**src/rtl/switch_press_detector_pkg.sv**
```systemverilog
// Shared board constants for the GoBoard push-button front end.
package switch_press_detector_pkg;

  localparam int CLK_HZ = 25_000_000;

  function automatic int ms_to_cycles(input int ms);
    return (CLK_HZ / 1000) * ms;
  endfunction

  function automatic int max_int(input int a, input int b);
    return (a > b) ? a : b;
  endfunction

  localparam int DEF_DEBOUNCE_LIMIT = ms_to_cycles(10);
  localparam int DEF_REPEAT_DELAY   = ms_to_cycles(500);
  localparam int DEF_REPEAT_RATE    = ms_to_cycles(100);

endpackage

```
**src/rtl/switch_press_detector_debounce_core.sv**
```systemverilog
// Two-flop synchronizer plus debounce counter. o_Level is the accepted
// level; o_Change strobes for one cycle on the clock edge that flips it.
module switch_press_detector_debounce_core
  import switch_press_detector_pkg::*;
#(
  parameter int DEBOUNCE_LIMIT = DEF_DEBOUNCE_LIMIT
) (
  input  logic i_Clk,
  input  logic i_Rst_L,
  input  logic i_Switch,
  output logic o_Level,
  output logic o_Change
);

  localparam int DB_W = $clog2(DEBOUNCE_LIMIT);
  localparam logic [DB_W-1:0] DB_TC = DB_W'(DEBOUNCE_LIMIT - 1);

  logic            sync1_q, sync2_q;
  logic            stable_q, stable_d;
  logic [DB_W-1:0] db_cnt_q, db_cnt_d;
  logic            accept;

  // Accept when the synchronized level has differed for the full window.
  assign accept = (sync2_q != stable_q) && (db_cnt_q == DB_TC);

  // Next-state for the debounce counter and stable level.
  always_comb begin
    stable_d = stable_q;
    db_cnt_d = db_cnt_q;
    if (sync2_q == stable_q) begin
      db_cnt_d = '0;
    end else if (accept) begin
      stable_d = sync2_q;
      db_cnt_d = '0;
    end else begin
      db_cnt_d = db_cnt_q + 1'b1;
    end
  end

  // Synchronizer and debounce registers.
  always_ff @(posedge i_Clk or negedge i_Rst_L) begin
    if (!i_Rst_L) begin
      sync1_q  <= 1'b0;
      sync2_q  <= 1'b0;
      stable_q <= 1'b0;
      db_cnt_q <= '0;
    end else begin
      sync1_q  <= i_Switch;
      sync2_q  <= sync1_q;
      stable_q <= stable_d;
      db_cnt_q <= db_cnt_d;
    end
  end

  assign o_Level  = stable_q;
  assign o_Change = accept;

endmodule

```
**src/rtl/switch_press_detector.sv**
```systemverilog
// Debounced push-button with single-cycle press/release pulses and
// optional hold-to-repeat.
//
// state  | meaning
// IDLE   | released, or repeat disabled
// DELAY  | pressed, waiting for the first repeat
// REPEAT | held, emitting a press every REPEAT_RATE cycles
module switch_press_detector
  import switch_press_detector_pkg::*;
#(
  parameter int DEBOUNCE_LIMIT = DEF_DEBOUNCE_LIMIT,
  parameter int REPEAT_EN      = 1,
  parameter int REPEAT_DELAY   = DEF_REPEAT_DELAY,
  parameter int REPEAT_RATE    = DEF_REPEAT_RATE
) (
  input  logic i_Clk,
  input  logic i_Rst_L,
  input  logic i_Switch,
  output logic o_Switch,
  output logic o_Press,
  output logic o_Release,
  output logic o_Held
);

  typedef enum logic [1:0] {
    ST_IDLE   = 2'd0,
    ST_DELAY  = 2'd1,
    ST_REPEAT = 2'd2
  } rep_state_e;

  localparam int REP_W = $clog2(max_int(REPEAT_DELAY, REPEAT_RATE));
  localparam logic [REP_W-1:0] DELAY_TC = REP_W'(REPEAT_DELAY - 1);
  localparam logic [REP_W-1:0] RATE_TC  = REP_W'(REPEAT_RATE - 1);

  logic             level;
  logic             change;
  logic             rise, fall;
  rep_state_e       state_q;
  logic [REP_W-1:0] rep_cnt_q;
  logic             press_q, release_q;

  switch_press_detector_debounce_core #(
    .DEBOUNCE_LIMIT(DEBOUNCE_LIMIT)
  ) u_debounce (
    .i_Clk   (i_Clk),
    .i_Rst_L (i_Rst_L),
    .i_Switch(i_Switch),
    .o_Level (level),
    .o_Change(change)
  );

  // change is the acceptance strobe, so the pulse registers line up with
  // the cycle where o_Switch first shows the new level.
  assign rise = change & ~level;
  assign fall = change & level;

  // Repeat FSM with registered pulses; a release always beats a repeat.
  always_ff @(posedge i_Clk or negedge i_Rst_L) begin
    if (!i_Rst_L) begin
      state_q   <= ST_IDLE;
      rep_cnt_q <= '0;
      press_q   <= 1'b0;
      release_q <= 1'b0;
    end else begin
      press_q   <= 1'b0;
      release_q <= 1'b0;
      if (fall) begin
        release_q <= 1'b1;
        state_q   <= ST_IDLE;
        rep_cnt_q <= '0;
      end else if (rise) begin
        press_q   <= 1'b1;
        rep_cnt_q <= '0;
        if (REPEAT_EN != 0) state_q <= ST_DELAY;
      end else begin
        case (state_q)
          ST_DELAY: begin
            if (rep_cnt_q == DELAY_TC) begin
              press_q   <= 1'b1;
              state_q   <= ST_REPEAT;
              rep_cnt_q <= '0;
            end else begin
              rep_cnt_q <= rep_cnt_q + 1'b1;
            end
          end
          ST_REPEAT: begin
            if (rep_cnt_q == RATE_TC) begin
              press_q   <= 1'b1;
              rep_cnt_q <= '0;
            end else begin
              rep_cnt_q <= rep_cnt_q + 1'b1;
            end
          end
          default: begin
            state_q   <= ST_IDLE;
            rep_cnt_q <= '0;
          end
        endcase
      end
    end
  end

  assign o_Switch  = level;
  assign o_Press   = press_q;
  assign o_Release = release_q;
  assign o_Held    = (state_q == ST_REPEAT);

endmodule

```
**config.mk**
```make
export PLATFORM = sky130hd
export DESIGN_NAME = switch_press_detector
export DESIGN_NICKNAME = d
export VERILOG_FILES = /design/src/rtl/switch_press_detector_pkg.sv /design/src/rtl/switch_press_detector_debounce_core.sv /design/src/rtl/switch_press_detector.sv
export SDC_FILE = /design/constraint.sdc
export NUM_CORES = 1
export LEC_CHECK = 0
export CAP_MARGIN = 15
export CORE_UTILIZATION = 35
export CTS_CLUSTER_DIAMETER = 150
export DETAILED_ROUTE_END_ITERATION = 10
export MAX_ROUTING_LAYER = met4
export PLACE_DENSITY_LB_ADDON = 0.2
export SETUP_SLACK_MARGIN = 0.02
export SLEW_MARGIN = 5
export SYNTH_ARGS = -nofsm -noshare
export SYNTH_HDL_FRONTEND = slang
export SYNTH_SLANG_ARGS = --single-unit
```
**constraint.sdc**
```tcl
create_clock -name i_Clk -period 2.85 [get_ports i_Clk]
set_input_delay 0.285 -clock i_Clk [delete_from_list [all_inputs] [get_ports i_Clk]]
set_output_delay 0.285 -clock i_Clk [all_outputs]
set_load 0.02 [all_outputs]
```
# Yosys cells after proc, flatten, opt, wreduce, memory -nomap -nowiden
# Index checks and enable logic that the tools add are counted.
# totals
register_bits,49
in_bits,3
out_inout_bits,4
word_cells,43
# op_classes
addsub,2
eq_ne,9
mux,17
bitwise_logic,4
n_reduce_logical,3
# ops
op,n
$mux 24,4
$pmux 24 s2,1
$mux 18,2
$add 24x1->24 const B,1
$eq 24x22->1 const B,1
$eq 24x24->1 const B,1
$add 18x1->18 const B,1
$eq 18x18->1 const B,1
$mux 2,3
$mux 1,5
$ne 4x4->1 const B,1
$pmux 2 s2,1
$reduce_and 2->1,2
$ne 3x1->1 const B,1
$and 1x1->1,2
$eq 2x1->1 const B,1
$eq 2x2->1 const B,1
$not 1->1,2
$pmux 1 s2,1
$eq 1x1->1,1
$logic_and 1x1->1,1
$ne 1x1->1,1

# Longest topological paths before layout
# Gate-level depths: netlist (run 1).
# logic_depth
ltp_word,5
mapped_depth,7
mapped_depth_nobuf,6

# Hierarchy
# A second synthesis (run 1) with hierarchy kept.
# hier_totals
cells_unflattened,257
area_unflattened_um2,2611.3
# modules_own_cells
module,n_inst,cells_each,area_per_inst_um2,seq_area_each_um2
switch_press_detector,1,156,1582.8,700.7
switch_press_detector_debounce_core,1,101,1028.5,525.5

# Worst setup path after synthesis (run 1)
# Ideal clock, no wire load.
# synth_timing
path_type,flip-flop to flip-flop
start,reg u_debounce.db_cnt_q[5]
end,reg rep_cnt_q[16]
setup_time_ns,0.119
arrival_time_ns,1.942
t_required_ns,2.731
setup_slack_ns,0.790
path_stages_with_launch,7
n_path_buf,1
period_less_slack_ns,2.060
path_cell_list,dfrtp_1 or4b_1 or4_4 nor3_4 a211o_4 buf_6 nor2_1
# synth_between
elab_chain_len,5
word_cells_on_any_way,6
cone_classes,eq/ne (1); mux (2); bitwise (2); reduce/logical (1)
# synth_rtl
element,line,source
"start, declared",switch_press_detector_debounce_core.sv:20,"logic [DB_W-1:0] db_cnt_q, db_cnt_d;"
"start signal, assigned",switch_press_detector_debounce_core.sv:51,db_cnt_q <= db_cnt_d;
$eq 18x18->1 *,switch_press_detector_debounce_core.sv:24,assign accept = (sync2_q != stable_q) && (db_cnt_q == DB_TC);
$logic_and 1x1->1 *,switch_press_detector_debounce_core.sv:24,
$and 1x1->1,switch_press_detector.sv:54,assign rise = change & ~level;
$mux 24,switch_press_detector.sv:71,end else if (rise) begin
$mux 24 *,switch_press_detector.sv:67,if (fall) begin
"end signal, assigned",switch_press_detector.sv:83,rep_cnt_q <= rep_cnt_q + 1'b1;
"end signal, assigned",switch_press_detector.sv:91,rep_cnt_q <= rep_cnt_q + 1'b1;
"end, declared",switch_press_detector.sv:39,logic [REP_W-1:0] rep_cnt_q;
# Mark *: on every way between the ends. The rest lies on a longest branch, timed or not.
# A chain may end at the register's enable or synchronous reset.

# Worst setup path in the final report (run 1)
# layout_timing
start,reg u_debounce.db_cnt_q[5]
end,reg rep_cnt_q[3]
# The elaborated chain is that of the path after synthesis.

==> results.yml, run 1 <==
final_layout:
  layout.nets: 263
  layout.cells.non_filler: 334
  final_cell_mix: "nor2_1, dfrtp_1, xor2_1"
  n_antenna_cell: 0
  area_growth_pct: 12.3
  postLayoutCellArea_um2: 2720
  drive_above_1_share_pct: 8.56
  final_common_cell: "nor2_1"
global_routing:
  grt_pass1_wl_mm: 7.45
  grt_antenna_before_repair: 0
  grt_pass1_vias: 1588
  grt_overflow_total: 0
  track_usage_pct: 13.4
  grt_max_degree: 25
floorplanning:
  core_area_um2: 6530
  std_cell_rows: 29
  start_util_pct: 37.1
  die_y_um: 85.2
  io_pins: 7
  die_w_um: 85.2
  die_area_um2: 7270
place:
  dp_hpwl_mm: 3.08
  placed_area_um2: 2580
  place.gp.congestion: 0.726
  dpl.cell_count: 325
  numPortBuffers: 6
timing:
  period_needed_ns: 2.23
  fin_crit_sh_pct: 78.1
  rsz0062_at_grt: "no"
  hold_viol: 0
  worst_slew_pin_slew_ns: 0.551
  fmax_mhz: 449
  finalSetupViolCount: 0
  fin_skew_ns: 0.00931
  slew_headroom_pct: 63.0
  tns_ns: 0
  report.final.slew_viol_count: 0
logic_synthesis:
  synth_area_um2: 2420
  synth_cell_types: 35
  synth_nets: 248
  ys.warnings.count: 0
  ys_seq_area_share_pct: 50.6
  synth_seq_cells: 49
  syn_area_per_cell_um2: 10.1
  postSynthCellCount: 241
critical_path:
  crit_fanout: 24
  r2r_end: "rep_cnt_q[3]"
  crit_path_end_kind: "register"
  critPathSlowestCell: "or4b_1"
  cp-startpoint: "u_debounce.db_cnt_q[5]"
  r2r_slack_ns: 0.62
  arrival_ns: 2.40
  crit_end: "rep_cnt_q[3]"
  cp_cell_sequence: "or4b_1 -> or4_4 -> nor3_4 -> a211o_4 -> nor2_1"
  critical_path_required_ns: 3.03
  slowest_delay_ns: 0.52
  cp-start-kind: "register"
  reg2reg_depth: 5
  critPathKind: "register to register"
  reg2reg_from: "u_debounce.db_cnt_q[5]"
  path_buf_inv: 0
  crit_cells: 5
  critical-path-top-delay-family: "simple AND/OR/NAND/NOR gates"
routing:
  drtAntennaViolNets: 0
  drt_iter0_markers: 65
  route.detailed.drc: 0
  detail_route.vias_per_cell: 5.01
  route.vias.total: 1673
  drtPass1Iterations: 6
  wire_per_inst_um: 13.0
  drt_wl_total_mm: 4.33
clock_network:
  cts_hold_repair.buffers: 1
  postCtsResizedCells: 0
  cts_tree: "yes"
  clock_path_buffers: 2
  clock_latency_ns: 0.30
  cts-buffers-inserted: 5
  clock-root-buffer: "clkbuf_8"
  htree_levels: 2
  clk_pin_slew_ns: 0.09
  cts_setup_buffers: 0
  clock_sinks: 49
run_status:
  outcome: "finished clean"
min_path:
  holdCritPathClass: "register to register"
  hp-start: "u_debounce.sync1_q"
power:
  p_leak_nw: 1.13
  ir_drop_v: 0.000172
  p_per_area_nw_per_um2: 480
  power_mw: 1.31
run:
  drv_cap: 0
routing by layer:
layer	GRT usage, %	routed length, um	vias up
met3	3.21	137	2
met5	-	0	-
met2	19.1	1870	27
met1	18.7	2280	791
met4	4.16	42	0
li1	-	-	853
area by class of cell:
class                      count  area (um2)
timing repair buffer          12         103
clock inverter                 3        65.1
inverter                       6        22.5
fill                         657        3810
sequential                    49        1230
multi-input combinational    182        1140
clock buffer                   5        68.8
tap                           77        96.3
flip-flops by register name (all words and copies together) (netlist names):
name,flops
u_debounce.sync2_q,1
rep_cnt_q,24
u_debounce.o_Level,1
u_debounce.sync1_q,1
o_Release,1
state_q,2
u_debounce.db_cnt_q,18
o_Press,1
synthesized netlist by cell type (all sizes together):
| library cell | n | area [um2] |
|---|---|---|
| nor2 | 52 | 195 |
| dfrtp | 49 | 1230 |
| xor2 | 20 | 175 |
| xnor2 | 19 | 166 |
| nand3 | 14 | 70.1 |
| and3 | 13 | 81.3 |
| nand2 | 12 | 45.0 |
| nand4 | 12 | 75.1 |
| nor3 | 8 | 51.3 |
| inv | 6 | 22.5 |
| and4 | 5 | 43.8 |
| ha | 4 | 50.1 |
| buf | 3 | 30.0 |
| a21oi | 2 | 10.0 |
| a22o | 2 | 17.5 |
| nor4 | 2 | 12.5 |
| o21ai | 2 | 10.0 |
| or3 | 2 | 17.5 |
| a211o | 1 | 17.5 |
| and2 | 1 | 6.26 |
| and4b | 1 | 10.0 |
| clkbuf | 1 | 3.75 |
| nand2b | 1 | 6.26 |
| nand4b | 1 | 8.76 |
| o21bai | 1 | 11.3 |
| o221a | 1 | 11.3 |
| o22ai | 1 | 6.26 |
| o31ai | 1 | 7.51 |
| or2 | 1 | 6.26 |
| or3b | 1 | 8.76 |
| or4 | 1 | 11.3 |
| or4b | 1 | 10.0 |
report_power, final:
group | leakage, nW | total (mW) | switching (mW) | internal (mW)
clock network | 0.0681 | 0.573 | 0.224 | 0.349
registers | 0.678 | 0.703 | 0.00372 | 0.699
logic | 0.382 | 0.0321 | 0.0224 | 0.00972
total | 1.13 | 1.31 | 0.250 | 1.06
how the worst min path moves through the flow:
stage | end | slack [ns] | cells after the start
after floorplan | o_Press | -0.01 | 0
after CTS | u_debounce.sync2_q | 0.38 | 0
after global routing | u_debounce.sync2_q | 0.38 | 0
final | u_debounce.sync2_q | 0.37 | 0
after global placement | rep_cnt_q[16] | 0.29 | 1
after detailed placement | rep_cnt_q[3] | 0.30 | 1
through the flow:
stage | worst slack [ns] | utilization [%] | hold WS, ns
5_1_grt | 0.489 | 41.7 | 0.383
2_1_floorplan | 0.790 | - | -0.0106
6_report | 0.625 | 41.7 | 0.370
3_3_place_gp | 0.622 | 39.5 | 0.291
3_5_place_dp | 0.622 | 39.5 | 0.295
4_1_cts | 0.606 | 41.7 | 0.381
kinds of logic after synthesis:
| group | after synthesis | share of synthesized area (%) |
|---|---|---|
| AOI/OAI and AO/OA | 11 | 3.77 |
| adders and majority gates | 4 | 2.06 |
| DFF | 49 | 50.6 |
| xor gates and xnor gates | 39 | 14.1 |
| and+or+nand+nor | 128 | 27.2 |
| buffers and inverters | 10 | 2.32 |
No activity file was read; power rests on OpenSTA's default activity.
==> inputs of run 2 (changes only) <==
==> constraint.sdc (replaced) <==
create_clock -name i_Clk -period 2.1 [get_ports i_Clk]
set_input_delay 0.21 -clock i_Clk [delete_from_list [all_inputs] [get_ports i_Clk]]
set_output_delay 0.21 -clock i_Clk [all_outputs]
set_load 0.02 [all_outputs]
==> results.yml, run 2 (synthesized netlist as in run 1, its figures left out) <==
final_layout:
  area_growth_pct: 14.4
  layout.nets: 273
  drive_above_1_share_pct: 12.0
  largest_register_ffs: 24
  nFillCells: 632
  final_cell_mix: "nor2_1, dfrtp_1, xor2_1"
  n_antenna_cell: 0
  top_regs: "rep_cnt_q (24), u_debounce.db_cnt_q (18), state_q (2)"
  regMostFlops: "rep_cnt_q"
  final_common_cell: "nor2_1"
  utilization_pct: 42.5
routing:
  drt_iter0_markers: 152
  detail_route.vias_per_cell: 5.00
  wire_per_inst_um: 13.0
  drtAntennaViolNets: 0
  drtPass1Iterations: 4
  route.detailed.drc: 0
  drt_wl_total_mm: 4.47
  route.vias.total: 1721
place:
  numPortBuffers: 6
  place.gp.congestion: 0.747
  dp_hpwl_mm: 3.18
critical_path:
  reg2reg_from: "u_debounce.db_cnt_q[11]"
  crit_path_end_kind: "register"
  critPathKind: "register to register"
  critical_path_required_ns: 2.29
  r2r_end: "u_debounce.db_cnt_q[10]"
  critical-path-top-delay-family: "simple AND/OR/NAND/NOR gates"
  critPathSlowestCell: "or4b_1"
  reg2reg_depth: 6
  slowest_delay_ns: 0.52
  path_buf_inv: 2
  cp_cell_sequence: "or4b_1 -> or4_4 -> buf_4 -> o21bai_2 -> buf_12 -> nor2_1"
  cp-start-kind: "register"
  arrival_ns: 2.24
  crit_fanout: 13
  r2r_slack_ns: 0.05
floorplanning:
  core_area_um2: 6530
  die_y_um: 85.2
  die_w_um: 85.2
  die_area_um2: 7270
  std_cell_rows: 29
  start_util_pct: 37.1
  io_pins: 7
global_routing:
  grt_antenna_before_repair: 0
  grt_pass1_wl_mm: 8.25
  track_usage_pct: 14.8
  grt_pass1_vias: 1791
  grt_max_degree: 25
  grt_overflow_total: 0
timing:
  finalSetupViolCount: 0
  fin_skew_ns: 0.00886
  tns_ns: 0
  slew_headroom_pct: 68.6
  fin_crit_sh_pct: 97.4
  report.final.slew_viol_count: 0
  period_needed_ns: 2.05
  hold_viol: 0
  worst_slew_pin_slew_ns: 0.467
  hold_slack_ns: 0.355
  rsz0062_at_grt: "yes"
  fmax_mhz: 489
clock_network:
  cts_tree: "yes"
  cts-buffers-inserted: 5
  clock-root-buffer: "clkbuf_8"
  clock_latency_ns: 0.30
  postCtsResizedCells: 0
  clk_pin_slew_ns: 0.09
  clock_path_buffers: 2
  htree_levels: 2
  clock_sinks: 49
min_path:
  holdPathEnd: "u_debounce.sync1_q"
  hold_depth: 1
  holdCritPathClass: "input pin to register"
  hp-start: "i_Switch"
power:
  p_per_area_nw_per_um2: 568
  p_leak_nw: 1.16
  ir_drop_v: 0.000236
  power_mw: 1.58
run_status:
  outcome: "finished clean"
run:
  drv_cap: 0
## run 2: cell types whose count changed in the layout (fill, tap and decap cells not counted), sizes merged
| cell | change |
|---|---|
| buf | +10 |
| bufinv | -2 |
| clkbuf | +1 |
| clkinv | +1 |
## run 2: worst register-to-register path, stage by stage (launching register included)
cell and delay, ns:
dfrtp_1 0.38, or4b_1 0.52, or4_4 0.46, buf_4 0.16
o21bai_2 0.20, buf_12 0.17, nor2_1 0.06
## run 2: cell type report
| type | count | area [um2] | area share, % |
|---|---|---|---|
| multi-input combinational | 182 | 1140 | 41.2 |
| clock inverter | 2 | 13.8 | 0.496 |
| inverter | 6 | 22.5 | 0.812 |
| tap | 77 | 96.3 | 3.47 |
| timing repair buffer | 22 | 190 | 6.86 |
| clock buffer | 6 | 82.6 | 2.98 |
| sequential | 49 | 1230 | 44.2 |
## run 2: worst max path at each step
| stage | startpoint | cells after the start | endpoint |
|---|---|---|---|
| finish | u_debounce.db_cnt_q[11] | 6 | u_debounce.db_cnt_q[10] |
| detailed placement | u_debounce.db_cnt_q[11] | 5 | rep_cnt_q[8] |
| global placement | u_debounce.db_cnt_q[11] | 5 | rep_cnt_q[3] |
| floorplan | u_debounce.db_cnt_q[5] | 6 | rep_cnt_q[18] |
| CTS | u_debounce.db_cnt_q[11] | 5 | rep_cnt_q[8] |
| global route | u_debounce.db_cnt_q[11] | 5 | rep_cnt_q[3] |
## run 2: per-layer routing
metal	wire [um]	GRT usage, %
met3	84	2.33
met5	0	-
met2	1830	21.5
met1	2490	20.8
met4	71	5.55
## run 2: timing repair
item                                    4_1_cts  5_1_grt
pin swaps                                     1        1
hold endpoints to repair                     19        0
setup buffers                                 0        1
hold buffers                                  1        0
endpoints found under the setup margin       22       25
## run 2: report_power, final
part	switching, mW	internal [mW]	leakage (nW)	total, mW
sequential	0.00525	0.949	0.678	0.954
clock	0.307	0.267	0.0512	0.575
combinational	0.0311	0.0168	0.436	0.0479
## run 2: metrics by stage
step | instances | cell area (um2) | setup slack [ns]
final | 344 | 2770 | 0.0538
after detailed placement | 334 | 2660 | 0.0122
after floorplan | 241 | 2420 | 0.0396
after CTS | 343 | 2770 | 0.0583
after global placement | 334 | 2660 | 0.0581
after global routing | 344 | 2770 | -0.0507
